### src/rtl/vga_pixel_gen.sv
// Colour stage: fetches frame-memory pixels and emits sync-aligned VGA colour with a frame counter.
// Optional colour-bar test pattern is enabled by defining VGA_TESTPAT_EN.
module vga_pixel_gen #(
  parameter int unsigned DATA_W  = 3,
  parameter int unsigned V_MAX   = 95,
  parameter int unsigned FRAME_W = 8
) (
  input  logic               clk,
  input  logic               reset,
  input  logic [6:0]         HPIXEL,
  input  logic [6:0]         VPIXEL,
  input  logic               H_RGB,
  input  logic               V_RGB,
  input  logic               HSYNC_IN,
  input  logic               VSYNC_IN,
`ifdef VGA_TESTPAT_EN
  input  logic               TEST_MODE,
`endif
  output logic [13:0]        MEM_ADDR,
  input  logic [DATA_W-1:0]  MEM_RDATA,
  output logic               VGA_RED,
  output logic               VGA_GREEN,
  output logic               VGA_BLUE,
  output logic               VGA_HSYNC,
  output logic               VGA_VSYNC,
  output logic [FRAME_W-1:0] FRAME_CNT,
  output logic               FRAME_DONE
);

  localparam int unsigned PIX_W = 7;
  localparam int unsigned BAR_W = 3;

  logic              de0, hs0, vs0;
  logic              de1, hs1, vs1;
  logic [DATA_W-1:0] colour_q;
  logic [DATA_W-1:0] pix_c;
  logic              vs_fall_c;

`ifdef VGA_TESTPAT_EN
  logic             tm0, tm1;
  logic [BAR_W-1:0] bar0, bar1;
`endif

  // Stage 0: issue read address and capture qualifiers alongside it
  always_ff @(posedge clk or negedge reset) begin
    if (!reset) begin
      MEM_ADDR <= '0;
      de0      <= 1'b0;
      hs0      <= 1'b1;
      vs0      <= 1'b1;
    end else begin
      MEM_ADDR <= {VPIXEL, HPIXEL};
      de0      <= H_RGB & V_RGB & (VPIXEL <= PIX_W'(V_MAX));
      hs0      <= HSYNC_IN;
      vs0      <= VSYNC_IN;
    end
  end

  // Stage 1: wait out the memory read latency
  always_ff @(posedge clk or negedge reset) begin
    if (!reset) begin
      de1 <= 1'b0;
      hs1 <= 1'b1;
      vs1 <= 1'b1;
    end else begin
      de1 <= de0;
      hs1 <= hs0;
      vs1 <= vs0;
    end
  end

`ifdef VGA_TESTPAT_EN
  // Test-mode flag and bar index travel with the coordinate they belong to
  always_ff @(posedge clk or negedge reset) begin
    if (!reset) begin
      tm0  <= 1'b0;
      tm1  <= 1'b0;
      bar0 <= '0;
      bar1 <= '0;
    end else begin
      tm0  <= TEST_MODE;
      tm1  <= tm0;
      bar0 <= HPIXEL[6:4];
      bar1 <= bar0;
    end
  end

  always_comb begin
    pix_c = MEM_RDATA;
    if (tm1) pix_c = DATA_W'(bar1);
  end
`else
  always_comb begin
    pix_c = MEM_RDATA;
  end
`endif

  // Stage 2: blank or pass pixel, realign sync with colour
  always_ff @(posedge clk or negedge reset) begin
    if (!reset) begin
      colour_q  <= '0;
      VGA_HSYNC <= 1'b1;
      VGA_VSYNC <= 1'b1;
    end else begin
      colour_q  <= de1 ? pix_c : '0;
      VGA_HSYNC <= hs1;
      VGA_VSYNC <= vs1;
    end
  end

  assign VGA_RED   = colour_q[2];
  assign VGA_GREEN = colour_q[1];
  assign VGA_BLUE  = colour_q[0];

  // vs0 already holds last cycle's VSYNC_IN, so it doubles as the edge detector
  assign vs_fall_c = vs0 & ~VSYNC_IN;

  always_ff @(posedge clk or negedge reset) begin
    if (!reset) begin
      FRAME_CNT  <= '0;
      FRAME_DONE <= 1'b0;
    end else begin
      FRAME_DONE <= vs_fall_c;
      if (vs_fall_c) FRAME_CNT <= FRAME_CNT + FRAME_W'(1);
    end
  end

endmodule
### config.mk
export PLATFORM = sky130hd
export DESIGN_NAME = vga_pixel_gen
export DESIGN_NICKNAME = d
export VERILOG_FILES = /design/src/rtl/vga_pixel_gen.sv
export SDC_FILE = /design/constraint.sdc
export NUM_CORES = 1
export LEC_CHECK = 0
export CAP_MARGIN = 10
export CORE_AREA = 2 2 54 56
export CTS_CLUSTER_DIAMETER = 100
export DETAILED_ROUTE_END_ITERATION = 7
export DIE_AREA = 0 0 56 58
export MAX_ROUTING_LAYER = met4
export PLACE_DENSITY = 0.89
export REMOVE_ABC_BUFFERS = 1
export SYNTH_ARGS = -nofsm -noshare
export SYNTH_HDL_FRONTEND = slang
export SYNTH_SLANG_ARGS = --single-unit
### constraint.sdc
create_clock -name clk -period 1.9 [get_ports clk]
set_input_delay 0.19 -clock clk [delete_from_list [all_inputs] [get_ports clk]]
set_output_delay 0.19 -clock clk [all_outputs]
set_load 0.01 [all_outputs]
# --- Yosys cells after proc, flatten, opt, wreduce, memory -nomap -nowiden ---
# Cells that the tools add are included.
op_classes:
  n_mux: 1
  addsub: 1
  magnitude_cmp: 1
  n_bitwise: 4
ops:
  columns: ["op", "count"]
  rows:
  - ["adder 8 x 1 -> 8 bit, second input constant", 1]
  - ["less-or-equal comparator 7 bit, second input constant", 1]
  - ["AND 1 bit", 3]
  - ["2-to-1 mux 3 bit", 1]
  - ["NOT 1 bit", 1]
totals:
  elab_cells: 19
  inputBits: 23
  reg_bits: 34

# --- Longest topological paths before layout ---
logic_depth:
  depth_word: 2
  ltp_mapped: 4
  mapped_depth_nobuf: 4

# --- Worst setup path after synthesis ---
# No wires, ideal clock.
synth_timing:
  path_type: "register -> register"
  start: "reg vs0"
  end: "reg FRAME_CNT[1]"
  arrival_time_ps: 1087
  stages_incl_launch_ff: 4
  required_time_ps: 1775
  setup_slack_ps: 689
  period_less_slack_ps: 1211
  path_cell_list: "dfstp_2 -> nor2b_1 -> buf_2 -> mux2_2"
synth_between:
  elab_chain_cells: 1
synth_rtl:
  columns: ["element", "line_no", "source"]
  rows:
  - ["start: declaration", "33", "logic de0, hs0, vs0;"]
  - ["start signal: assignment", "50", "vs0 <= 1'b1;"]
  - ["start signal: assignment", "55", "vs0 <= VSYNC_IN;"]
  - ["AND 1 bit", "116", "assign vs_fall_c = vs0 & ~VSYNC_IN;"]
  - ["via vs_fall_c", "37", "logic vs_fall_c;"]
  - ["end signal: assignment", "124", "if (vs_fall_c) FRAME_CNT <= FRAME_CNT + FRAME_W'(1);"]
  - ["end: declaration", "26", "output logic [FRAME_W-1:0] FRAME_CNT,"]
# The timed path passes the listed nets, and every way through them passes these cells.
# A chain may end at the register's enable or synchronous reset.

# --- Worst setup path in the final report ---
layout_timing:
  start: "reg VGA_VSYNC"
  end: "out VGA_VSYNC"
layout_lines:
  columns: ["element", "line_no", "source"]
  rows:
  - ["start: declaration", "25", "output logic VGA_VSYNC,"]
  - ["start signal: assignment", "107", "VGA_VSYNC <= vs1;"]
# No word-level cell between the ends.

==> summary.txt <==
Worst setup path
  – Worst EP required: 1710 ps
  – Reg2reg end: FRAME_CNT[1]
  – Crit Path Category: flip-flop to output pin
  – RR Startpoint: vs0
  – CP top delay family: flip-flops
  – Worst R2R Path Depth: 2
  – Crit path max fanout: 1
  – CP bufs+invs: 1
  – Crit end category: output pin
  – Max incr delay on CP: 530 ps
  – CP max stage cell: dfstp_2
  – R2R Setup Slk: 470 ps
  – Critical Path Source Type: flip-flop
  – CP Cell Sequence: clkdlybuf4s50_1
  – WP data arrival: 1380 ps

GRT
  – Largest net degree at the start of global routing: 35
  – Initial antenna violation count: 0
  – Global-route wire length before repair: 3.37 mm
  – Overflow after GRT: 0
  – Tot GR Track Use: 0.151
  – Vias in the first global route: 724

Logic synthesis
  – Number of flops mapped to enable cells by yosys: 0
  – Synth unique cells: 14
  – Seq/Total Area, Yosys: 0.830
  – Mean area per synthesized cell: 17.5 sq um
  – Syn Std Cell Area: 0.00103 sq mm
  – #FFs+latches synth: 34
  – Ys Warns: 0
  – Top post-synthesis cells by area: dfrtp_1 (68%), dfstp_2 (15%), xnor2_1 (5.1%), and2_1 (1.8%), nand4_1 (1.8%)
  – Synth top area share: 0.677
  – Synth Flop Type: dfrtp_1
  – Async SR Flop Fraction: 1.00
  – Synthesized instance count: 59
  – Cell type with the largest total area after synthesis: dfrtp_1
  – Most common cell in the netlist: dfrtp_1
  – Commonest cells in the netlist: dfrtp_1 (28), dfstp_2 (6), xnor2_1 (6)

STA
  – Slew margin rel.: 0.709
  – Max-slew violations: 0
  – Post-layout min period: 1570 ps
  – Fin Setup TNS: 0 ps
  – Period utilization: 0.825
  – RSZ-0062 raised after global routing: false
  – Actual slew at the worst max-slew pin: 435 ps
  – F_max: 638 MHz
  – Hold Fails Final Rpt: 0
  – Final Setup Violations: 0
  – Final Skew: 8.75 ps

CTS
  – CTS max path bufs: 2
  – Clk_lat worst skew: 330 ps
  – CTS tree: done
  – Clk root buf: clkbuf_4
  – Clk pin slew, worst setup/hold paths: 100 ps
  – Setup bufs post-CTS: 0
  – TritonCTS Buffers: 5
  – Cts hold-fix bufs: 0
  – PostCTS Resize Cnt: 0
  – CTS Sinks: 34
  – H-tree depth: 2

Route
  – DR vias/cell: 4.55
  – DR vias: 673
  – ANT nets after route: 0
  – Post-route DRC: 0
  – Routed WL: 2.01 mm
  – Pre-antenna DRT Iters: 4
  – Starting DRT DRC Count: 11
  – Routed wire per std cell: 13.6 um

Finish
  – Diodes inserted: 0
  – Final net count: 140
  – Final core occ: 0.622
  – Share of cells above drive strength 1: 0.137
  – Area grow syn2layout: 60.0%

Floorplan
  – Die X: 56 um
  – Initial core utilization: 0.389
  – I/O pin cnt: 51
  – Placement Rows: 19
  – Die Ht: 58 um
  – Core area: 0.00266 sq mm
  – DIE AREA: 0.00325 sq mm

Power and ir drop
  – Static Leak: 0.000716 uW
  – Power per Cell Area: 1040 mW/mm^2
  – Worst vdd ir: 710 uV

Status
  – Outcome: completed

Placement
  – PortBufs: 50
  – Final Wtd Congestion: 0.719

Flow run
  – Max_cap viols: 0

Hold path
  – Hold Path Class: input port to async pin
==> stage by stage <==
step	cell area, sq um	hold slack, ps	setup WS [ps]	std cells	power (uW)
3_5_place_dp	1580	335	352	140	1270
4_1_cts	1660	248	299	148	1760
5_1_grt	1660	248	270	148	1840
6_report	1660	257	332	148	1730
3_3_place_gp	1580	333	447	140	1250
2_1_floorplan	1030	-106	598	58	1020
==> final cells by class <==
class	count	area, sq um
multi-input cells	24	171
well taps	31	38.8
flip-flops and latches	34	858
repair buffers	51	508
fillers	213	1010
clock buffers	8	78.8
==> worst max-delay path by stage <==
stage,startpoint,to,slack (ps),depth (start not counted)
after global placement,VSYNC_IN,FRAME_CNT[1],450,3
after detailed placement,VSYNC_IN,FRAME_CNT[1],350,3
after floorplan,vs0,FRAME_CNT[1],600,2
after CTS,VGA_VSYNC,VGA_VSYNC,300,1
after global routing,VGA_HSYNC,VGA_HSYNC,270,1
final,VGA_VSYNC,VGA_VSYNC,330,1
==> worst register-to-register path, cell delays in order, from the launching register on <==
cell,delay [ps]
dfstp_2,550
nor2b_1,380
mux2_2,390
==> cells by family (layout without fill, tap and decap cells) <==
kind of cell / Yosys count / count (layout) / synth area share
compound gates: 1 / 1 / 0.00483
xor+xnor: 7 / 7 / 0.0593
fa+ha+maj: 1 / 1 / 0.0121
buf+inv: 1 / 59 / 0.00483
flops: 34 / 34 / 0.830
mux: 1 / 1 / 0.0109
simple gates: 14 / 14 / 0.0786
==> cell usage in the layout, fill, tap and decap left out, drive strengths merged <==
cell type and n:
nand4 3, ha 1, xnor2 6, clkbuf 8
clkdlybuf4s50 50, a21oi 1, mux2 1, xor2 1
and4b 1, buf 1, nor2b 1, and3 2
dfrtp 28, and2 3, nand2 4, dfstp 6
==> report_power, final <==
group | leakage [uW] | internal [uW] | switching (uW)
Combinational | 0.000263 | 227 | 124
Sequential | 0.000408 | 813 | 85.9
Clock | 0.0000446 | 253 | 224
==> state kept, by name, summed over array words and instances, names as in the netlist <==
register    count
de1             1
VGA_VSYNC       1
FRAME_DONE      1
hs0             1
colour_q        3
hs1             1
FRAME_CNT       8
VGA_HSYNC       1
vs0             1
vs1             1
de0             1
MEM_ADDR       14
==> per-layer routing <==
| layer | vias up | part of all wire | routed length, um | track usage |
|---|---|---|---|---|
| met5 | - | 0 | 0 | - |
| met4 | 0 | 0.026 | 53 | 0.109 |
| met3 | 6 | 0.083 | 166 | 0.0536 |
| met2 | 38 | 0.51 | 1030 | 0.239 |
| met1 | 322 | 0.38 | 760 | 0.155 |
| li1 | 307 | - | - | - |
No activity file was read; power rests on OpenSTA's default activity.
